## src/rtl/pad_responder.sv

```systemverilog
// pad_responder: device end of the pad serial link; returns ID and button bytes, pulses ack_n between bytes.
// Define PAD_RESPONDER_ANALOG_EN to add analog_mode/sticks and the 9-byte analog response.
`timescale 1ns/1ps
module pad_responder #(
    parameter logic [7:0] PAD_ID    = 8'h41,
    parameter int         ACK_DELAY = 8,
    parameter int         ACK_WIDTH = 4
) (
    input  logic        clk,
    input  logic        n_reset,
    input  logic        sel_n,
    input  logic        sclk,
    input  logic        cmd,
    output logic        dat,
    output logic        ack_n,
    input  logic [15:0] buttons,
`ifdef PAD_RESPONDER_ANALOG_EN
    input  logic        analog_mode,
    input  logic [31:0] sticks,
`endif
    output logic        motor_small,
    output logic [7:0]  motor_large,
    output logic        busy,
    output logic        poll_done
);
    typedef enum logic [2:0] {IDLE, SHIFT, ACK_WAIT, ACK, DONE, IGNORE} state_t;
    state_t      state, state_nx;
    logic [2:0]  sel_s, sclk_s;
    logic [1:0]  cmd_s;
    logic [2:0]  bit_cnt, bit_cnt_nx;
    logic [3:0]  byte_idx, byte_idx_nx, next_idx, last_idx;
    logic [15:0] tmr, tmr_nx;
    logic [7:0]  tx, tx_nx, rx, rx_nx, rx_byte, next_byte, id_byte, ml_nx;
    logic [15:0] btn_q;
    logic        dat_nx, ack_nx, busy_nx, done_nx, ms_nx, snap;
    logic        sel_fall, sclk_fall, sclk_rise;
`ifdef PAD_RESPONDER_ANALOG_EN
    logic [31:0] stk_q;
    logic        ana_q;
    assign id_byte  = ana_q ? 8'h73 : PAD_ID;
    assign last_idx = ana_q ? 4'd8 : 4'd4;
`else
    assign id_byte  = PAD_ID;
    assign last_idx = 4'd4;
`endif
    // sel_n sync resets low so a select already held at reset release is not seen as a fall
    assign sel_fall  = sel_s[2] & ~sel_s[1];
    assign sclk_fall = sclk_s[2] & ~sclk_s[1];
    assign sclk_rise = ~sclk_s[2] & sclk_s[1];
    assign next_idx  = byte_idx + 4'd1;
    assign rx_byte   = {cmd_s[1], rx[7:1]};
    always_comb begin
        next_byte = 8'hFF;
        case (next_idx)
            4'd1: next_byte = id_byte;
            4'd2: next_byte = 8'h5A;
            4'd3: next_byte = btn_q[7:0];
            4'd4: next_byte = btn_q[15:8];
`ifdef PAD_RESPONDER_ANALOG_EN
            4'd5: next_byte = stk_q[7:0];
            4'd6: next_byte = stk_q[15:8];
            4'd7: next_byte = stk_q[23:16];
            4'd8: next_byte = stk_q[31:24];
`endif
            default: next_byte = 8'hFF;
        endcase
    end
    always_comb begin
        state_nx    = state;
        bit_cnt_nx  = bit_cnt;
        byte_idx_nx = byte_idx;
        tmr_nx      = tmr;
        tx_nx       = tx;
        rx_nx       = rx;
        dat_nx      = dat;
        ack_nx      = ack_n;
        busy_nx     = busy;
        done_nx     = 1'b0;
        ms_nx       = motor_small;
        ml_nx       = motor_large;
        snap        = 1'b0;
        if (sel_s[1]) begin
            state_nx    = IDLE;
            dat_nx      = 1'b1;
            ack_nx      = 1'b1;
            busy_nx     = 1'b0;
            bit_cnt_nx  = 3'd0;
            byte_idx_nx = 4'd0;
            tmr_nx      = 16'd0;
        end else begin
            case (state)
                IDLE: if (sel_fall) begin
                    state_nx    = SHIFT;
                    tx_nx       = 8'hFF;
                    busy_nx     = 1'b1;
                    snap        = 1'b1;
                    bit_cnt_nx  = 3'd0;
                    byte_idx_nx = 4'd0;
                end
                SHIFT, ACK_WAIT, ACK: if (sclk_fall) begin
                    // a fall while an ack is pending abandons the ack and starts the next byte
                    state_nx = SHIFT;
                    ack_nx   = 1'b1;
                    dat_nx   = tx[0];
                    tx_nx    = {1'b1, tx[7:1]};
                end else if (state == SHIFT && sclk_rise) begin
                    rx_nx      = rx_byte;
                    bit_cnt_nx = bit_cnt + 3'd1;
                    if (bit_cnt == 3'd7) begin
                        ms_nx = byte_idx == 4'd3 ? rx_byte[0] : motor_small;
                        ml_nx = byte_idx == 4'd4 ? rx_byte : motor_large;
                        if ((byte_idx == 4'd0 && rx_byte != 8'h01) || (byte_idx == 4'd1 && rx_byte != 8'h42)) begin
                            state_nx = IGNORE;
                            busy_nx  = 1'b0;
                            dat_nx   = 1'b1;
                        end else if (byte_idx == last_idx) begin
                            state_nx = DONE;
                            done_nx  = 1'b1;
                            dat_nx   = 1'b1;
                        end else begin
                            state_nx    = ACK_WAIT;
                            tmr_nx      = 16'd0;
                            byte_idx_nx = next_idx;
                            tx_nx       = next_byte;
                        end
                    end
                end else if (state == ACK_WAIT) begin
                    state_nx = tmr == 16'(ACK_DELAY - 1) ? ACK : ACK_WAIT;
                    ack_nx   = tmr != 16'(ACK_DELAY - 1);
                    tmr_nx   = tmr == 16'(ACK_DELAY - 1) ? 16'd0 : tmr + 16'd1;
                end else if (state == ACK) begin
                    state_nx = tmr == 16'(ACK_WIDTH - 1) ? SHIFT : ACK;
                    ack_nx   = tmr == 16'(ACK_WIDTH - 1);
                    tmr_nx   = tmr + 16'd1;
                end
                default: begin
                    dat_nx = 1'b1;
                    ack_nx = 1'b1;
                end
            endcase
        end
    end
    always_ff @(posedge clk or negedge n_reset) begin
        if (!n_reset) begin
            state       <= IDLE;
            sel_s       <= 3'b000;
            sclk_s      <= 3'b111;
            cmd_s       <= 2'b00;
            bit_cnt     <= 3'd0;
            byte_idx    <= 4'd0;
            tmr         <= 16'd0;
            tx          <= 8'hFF;
            rx          <= 8'h00;
            btn_q       <= 16'hFFFF;
            dat         <= 1'b1;
            ack_n       <= 1'b1;
            busy        <= 1'b0;
            poll_done   <= 1'b0;
            motor_small <= 1'b0;
            motor_large <= 8'h00;
        end else begin
            state       <= state_nx;
            sel_s       <= {sel_s[1:0], sel_n};
            sclk_s      <= {sclk_s[1:0], sclk};
            cmd_s       <= {cmd_s[0], cmd};
            bit_cnt     <= bit_cnt_nx;
            byte_idx    <= byte_idx_nx;
            tmr         <= tmr_nx;
            tx          <= tx_nx;
            rx          <= rx_nx;
            btn_q       <= snap ? buttons : btn_q;
            dat         <= dat_nx;
            ack_n       <= ack_nx;
            busy        <= busy_nx;
            poll_done   <= done_nx;
            motor_small <= ms_nx;
            motor_large <= ml_nx;
        end
    end
`ifdef PAD_RESPONDER_ANALOG_EN
    always_ff @(posedge clk or negedge n_reset) begin
        if (!n_reset) begin
            stk_q <= 32'h8080_8080;
            ana_q <= 1'b0;
        end else if (snap) begin
            stk_q <= sticks;
            ana_q <= analog_mode;
        end
    end
`endif
endmodule

```

## config.mk

```make
export PLATFORM = sky130hd
export DESIGN_NAME = pad_responder
export DESIGN_NICKNAME = d
export VERILOG_FILES = /design/src/rtl/pad_responder.sv
export SDC_FILE = /design/constraint.sdc
export NUM_CORES = 1
export LEC_CHECK = 0
export BUFFER_PORTS_ARGS = -buffer_cell sky130_fd_sc_hd__buf_2
export CAP_MARGIN = 20
export CORE_ASPECT_RATIO = 0.8
export CORE_MARGIN = 2
export CORE_UTILIZATION = 50
export CTS_BUF_LIST = sky130_fd_sc_hd__clkbuf_8
export DETAILED_ROUTE_END_ITERATION = 16
export GPL_TIMING_DRIVEN = 0
export HOLD_SLACK_MARGIN = 0.12
export PLACE_DENSITY = 0.66
export SYNTH_ARGS = -nofsm -noshare
export SYNTH_HDL_FRONTEND = slang
export SYNTH_SLANG_ARGS = --single-unit
```

## constraint.sdc

```tcl
create_clock -name clk -period 2.8 [get_ports clk]
set_input_delay 0.14 -clock clk [delete_from_list [all_inputs] [get_ports clk]]
set_output_delay 0.14 -clock clk [all_outputs]
set_load 0.01 [all_outputs]
```

# After elaboration in Yosys (flattened, before gate mapping)

Cells that the tools add are included.

Bitwise gates (word level): 7
Order comparisons: 0
Divide/modulo/power cells: 0
Eq/ne operators: 40
Shift operators: 0
Multiplexer cells: 73
Reductions and logical operators: 22
Add/subtract/negate cells: 3
$mul: 0

Operator list:

| cell                                                  | count |
|---|---|
| two-way mux 16 bit                                    | 10 |
| two-way mux 8 bit                                     | 6 |
| two-way mux 3 bit                                     | 13 |
| != test 3 bit (second input constant)                 | 13 |
| one-hot mux 8 bit (4 select lines)                    | 1 |
| two-way mux 1 bit                                     | 28 |
| two-way mux 4 bit                                     | 7 |
| AND reduction 6 bit                                   | 4 |
| adder 16 x 1 -> 16 bit (second input constant)        | 1 |
| equality test 16 x 2 -> 1 bit (second input constant) | 1 |
| equality test 16 x 3 -> 1 bit (second input constant) | 1 |
| != test 16 x 3 -> 1 bit (second input constant)       | 1 |
| one-hot mux 8 bit (2 select lines)                    | 1 |
| AND reduction 4 bit                                   | 4 |
| != test 5 bit (second input constant)                 | 3 |
| AND reduction 7 bit                                   | 2 |
| equality test 4 x 2 -> 1 bit (second input constant)  | 3 |
| != test 4 bit (second input constant)                 | 3 |
| one-hot mux 3 bit (2 select lines)                    | 2 |
| equality test 4 x 1 -> 1 bit (second input constant)  | 2 |
| equality test 4 x 3 -> 1 bit (second input constant)  | 2 |
| != test 8 x 1 -> 1 bit (second input constant)        | 1 |
| != test 8 x 7 -> 1 bit (second input constant)        | 1 |
| one-hot mux 4 bit (2 select lines)                    | 1 |
| 21 further kinds                                      | 34 |

Input port bits: 21
RAM bits: 0
Register bits after elaboration: 79
Word-level logic and storage cells: 161
Bits in latches: 0
Memories: 0
Output and inout port bits: 13
Memory bits (read-only): 0

# Logic depth before layout (Yosys ltp)

Depth after elaboration: 9
Mapped depth: 10
Depth with buffers taken out: 8

# Worst setup path after synthesis

No wires, ideal clock.

Kind: flip-flop to flip-flop
From: register byte_idx[0]
To: register tmr[7]
Data required time: 2723 ps
Cell stages (with the launch flop): 9
Setup slack: 588 ps
Arrival: 2134 ps
Clock period less this slack: 2212 ps
Library setup time: 77 ps
Path through: dfrtp_1 -> inv_1 -> ha_1 -> and4bb_1 -> nor3_2 -> nor4b_4 -> o31ai_2 -> or4_1 -> a21oi_1

Word-level cells in the longest chain between the ends: 5
Elaborated cells on any way between the ends: 9

RTL lines:

| item                                                                     | line | text |
|---|---|---|
| start, declared                                                          | 31   | `logic [3:0] byte_idx, byte_idx_nx, next_idx, last_idx;` |
| start signal, assigned                                                   | 167  | `byte_idx <= byte_idx_nx;` |
| equality test 4 x 1 -> 1 bit / logical NOT 4 bit (equally long branches) | 112  | `if ((byte_idx == 4'd0 && rx_byte != 8'h01) \|\| (byte_idx == 4'd1 && rx_byte != 8'h42)) begin` |
| logical AND 1 bit                                                        | 112  |  |
| logical OR 1 bit                                                         | 112  |  |
| != test 3 bit (no source line)                                           | --   |  |
| AND reduction 6 bit (no source line) (*)                                 | --   |  |
| end signal, assigned                                                     | 168  | `tmr <= tmr_nx;` |
| end, declared                                                            | 32   | `logic [15:0] tmr, tmr_nx;` |

Mark *: on every way between the ends. The rest lies on a longest branch, timed or not.
A chain may end at the register's enable or synchronous reset.

# Worst setup path in the final report

Same ends and word-level chain as after synthesis.

==> results.toml <==
[run_status]
status = "completed"

[drt]
route.detailed.drc = 0
wl_microns = 8420
wl_per_cell_microns = 15.5
vias = 3102
drtAntennaViolNets = 0
dr.pass1.iters = 7
vias_per_cell = 5.70
drtIter0Drc = 149

[floorplan]
core_area_sq_um = 7870
die_h_microns = 84.1
io-pin-count = 34
start_util = 0.509
die_w_microns = 104
num_rows = 29
die_area_sq_um = 8760

[timing]
max_clock_freq_mhz = 400
fin_skew_ns = 0.0127
tightest_slew_ns = 0.584
finalSetupTns_ns = 0
max-slew-margin-rel = 0.611
period_minus_slack_ns = 2.50
finalHoldViolCount = 0
worst_slack_ns = 0.302
finalSetupViolCount = 0
rsz0062_at_grt = "no"
finalCritPeriodShare = 0.892
slew_violations = 0

[worst_setup_path]
start_kind = "register"
end_kind = "register"
worst-path-max-fanout = 9
reg2reg_from = "byte_idx[0]$_DFFE_PN0P_"
r2r_cells = 8
r2r_setup_slack_ns = 0.30
worstPathArrival_ns = 2.79
crit_start = "byte_idx[0]$_DFFE_PN0P_"
critPathKind = "register to register"
crit_required_ns = 3.09

[cells_and_area]
post-route-util = 0.601
num_antenna_cells = 0
area.growth.synth_to_final_pct = 18.0
layout.nets = 462
drive_above_1_share = 0.314

[synth]
synth.ff_latch_count = 78
avgSynthCellArea_sq_um = 11.0
synth_nets = 397
yosysUniqueCellTypes = 62
synth-main-ff-cell = "dfrtp_1"
synth-async-reset-ratio = 1.00
yosysSeqAreaShare = 0.496
synth_enable_flop_cells = 0
synth.cell_area_sq_um = 4010
syn_inst = 366
synth_warnings = 0

[global_routing]
grt_use_total = 0.209
antenna_found_initial = 0
grt_pass1_vias = 3003
grt_max_degree = 42
grt_pass1_wl_microns = 14600
grt_overflow = 0

[clock_network]
cts_buffer_depth = 2
cts_buffers = 9
cts.sinks = 78
cts-root-buf = "clkbuf_8"
tritoncts = "done"
cts-htree-levels = 3
path_clk_slew_ns = 0.09
cts_setup_buffers = 0
insertion_delay_ns = 0.36

[placed_design]
io_buffers = 33
dp_hpwl_microns = 5950
dp_slack_ns = 0.246
place.gp.congestion = 0.849

[flow_run]
cap_violations = 0

[pwr]
ir_drop_mv = 0.338
power_leakage_nw = 2.01
power_density_nw_per_um2 = 693

[hold_path]
worstHoldPathType = "input port to asynchronous set/reset pin"
-- through the flow --
step | total power [mW] | std cells | hold WS [ns] | area, sq um
floorplan | 2.24 | 366 | -0.156 | 4010
detailed placement | 2.46 | 508 | 0.135 | 4330
finish | 3.28 | 544 | 0.272 | 4730
global placement | 2.43 | 507 | 0.248 | 4310
CTS | 3.30 | 544 | 0.277 | 4720
global route | 3.48 | 544 | 0.313 | 4730
-- cells in the mapped netlist (4+ instances only) --
master,number,share of area
dfrtp_1,49,0.31
nor2_1,38,0.036
dfstp_2,29,0.19
mux2_2,26,0.073
nand2_1,20,0.019
a21oi_1,15,0.019
o21ai_0,15,0.019
nand3_1,13,0.016
o21ai_1,13,0.016
ha_1,10,0.031
inv_1,10,0.0094
nor2b_1,10,0.016
mux2_1,8,0.022
nand2b_1,8,0.012
o31ai_2,8,0.025
nor3_1,6,0.0075
o22ai_1,6,0.0094
and3_1,5,0.0078
o31ai_1,5,0.0094
buf_2,4,0.0050
nor3_2,4,0.010
or4_1,4,0.0075
-- registers in the layout, indices dropped and copies added, names as in the netlist, 3 cells and up --
signal,flops
rx,7
motor_large,8
byte_idx,4
state,3
sel_s,3
bit_cnt,3
tx,8
tmr,16
btn_q,16
sclk_s,3
-- worst paths after layout --
check	to
worst max-delay path	tmr[7]$_DFFE_PN0P_
worst min-delay path	tmr[3]$_DFFE_PN0P_
worst max register to register	tmr[7]$_DFFE_PN0P_
worst min register to register	sel_s[1]$_DFF_PN0_
max in group asynchronous	sclk_s[2]$_DFF_PN1_
min in group clk	sel_s[1]$_DFF_PN0_
-- kinds of logic (layout without fill, tap and decap cells) --
kind of cell / Yosys count / after routing / synth area share
fa+ha+maj: 10 / 10 / 0.0312
compound gates: 92 / 92 / 0.165
buf+inv: 21 / 91 / 0.0274
mux: 34 / 34 / 0.0954
flops: 78 / 78 / 0.496
simple gates: 131 / 131 / 0.185
-- report_power, final --
group | switching (mW) | internal [mW]
sequential | 0.191 | 1.51
clock | 0.469 | 0.340
combinational | 0.395 | 0.374
-- cell usage in the layout, fill, tap and decap left out, types with 15 or more instances in the layout --
cell type	count
dlygate4sd3_1	20
mux2_2	26
nor2_1	38
buf_2	36
o21ai_0	15
a21oi_1	15
dfrtp_1	49
dfstp_2	29
nand2_1	20
-- what timing repair did --
| action | CTS | global route |
|---|---|---|
| endpoints found under the setup margin | 0 | 1 |
| resized for setup | 0 | 2 |
| hold buffers | 20 | 0 |
| hold endpoints to repair | 56 | 0 |
-- layout make-up --
type,instances,area [sq um]
fillers,668,3140
flip-flops and latches,78,1990
multi-input cells,267,1930
repair buffers,54,388
well taps,108,135
clock buffers,9,124
plain buffers,11,72.6
clock inverters,7,62.6
inverters,10,37.5
-- routing by layer --
| metal | share of wire | track usage | vias to the layer above |
|---|---|---|---|
| met5 | 0 | 0 | - |
| met1 | 0.49 | 0.305 | 1526 |
| met3 | 0.052 | 0.0422 | 13 |
| li1 | - | - | 1487 |
| met2 | 0.44 | 0.315 | 76 |
| met4 | 0.012 | 0.0688 | 0 |
-- critical path, stage by stage (launching register included) --
cell	delay [ns]
dfrtp_1	0.51
inv_1	0.15
ha_1	0.28
and4bb_1	0.29
nor3_2	0.07
nor4b_4	0.33
o31ai_4	0.13
or4_1	0.51
a21oi_1	0.15
Note: power is estimated with default switching activity, not from simulation.
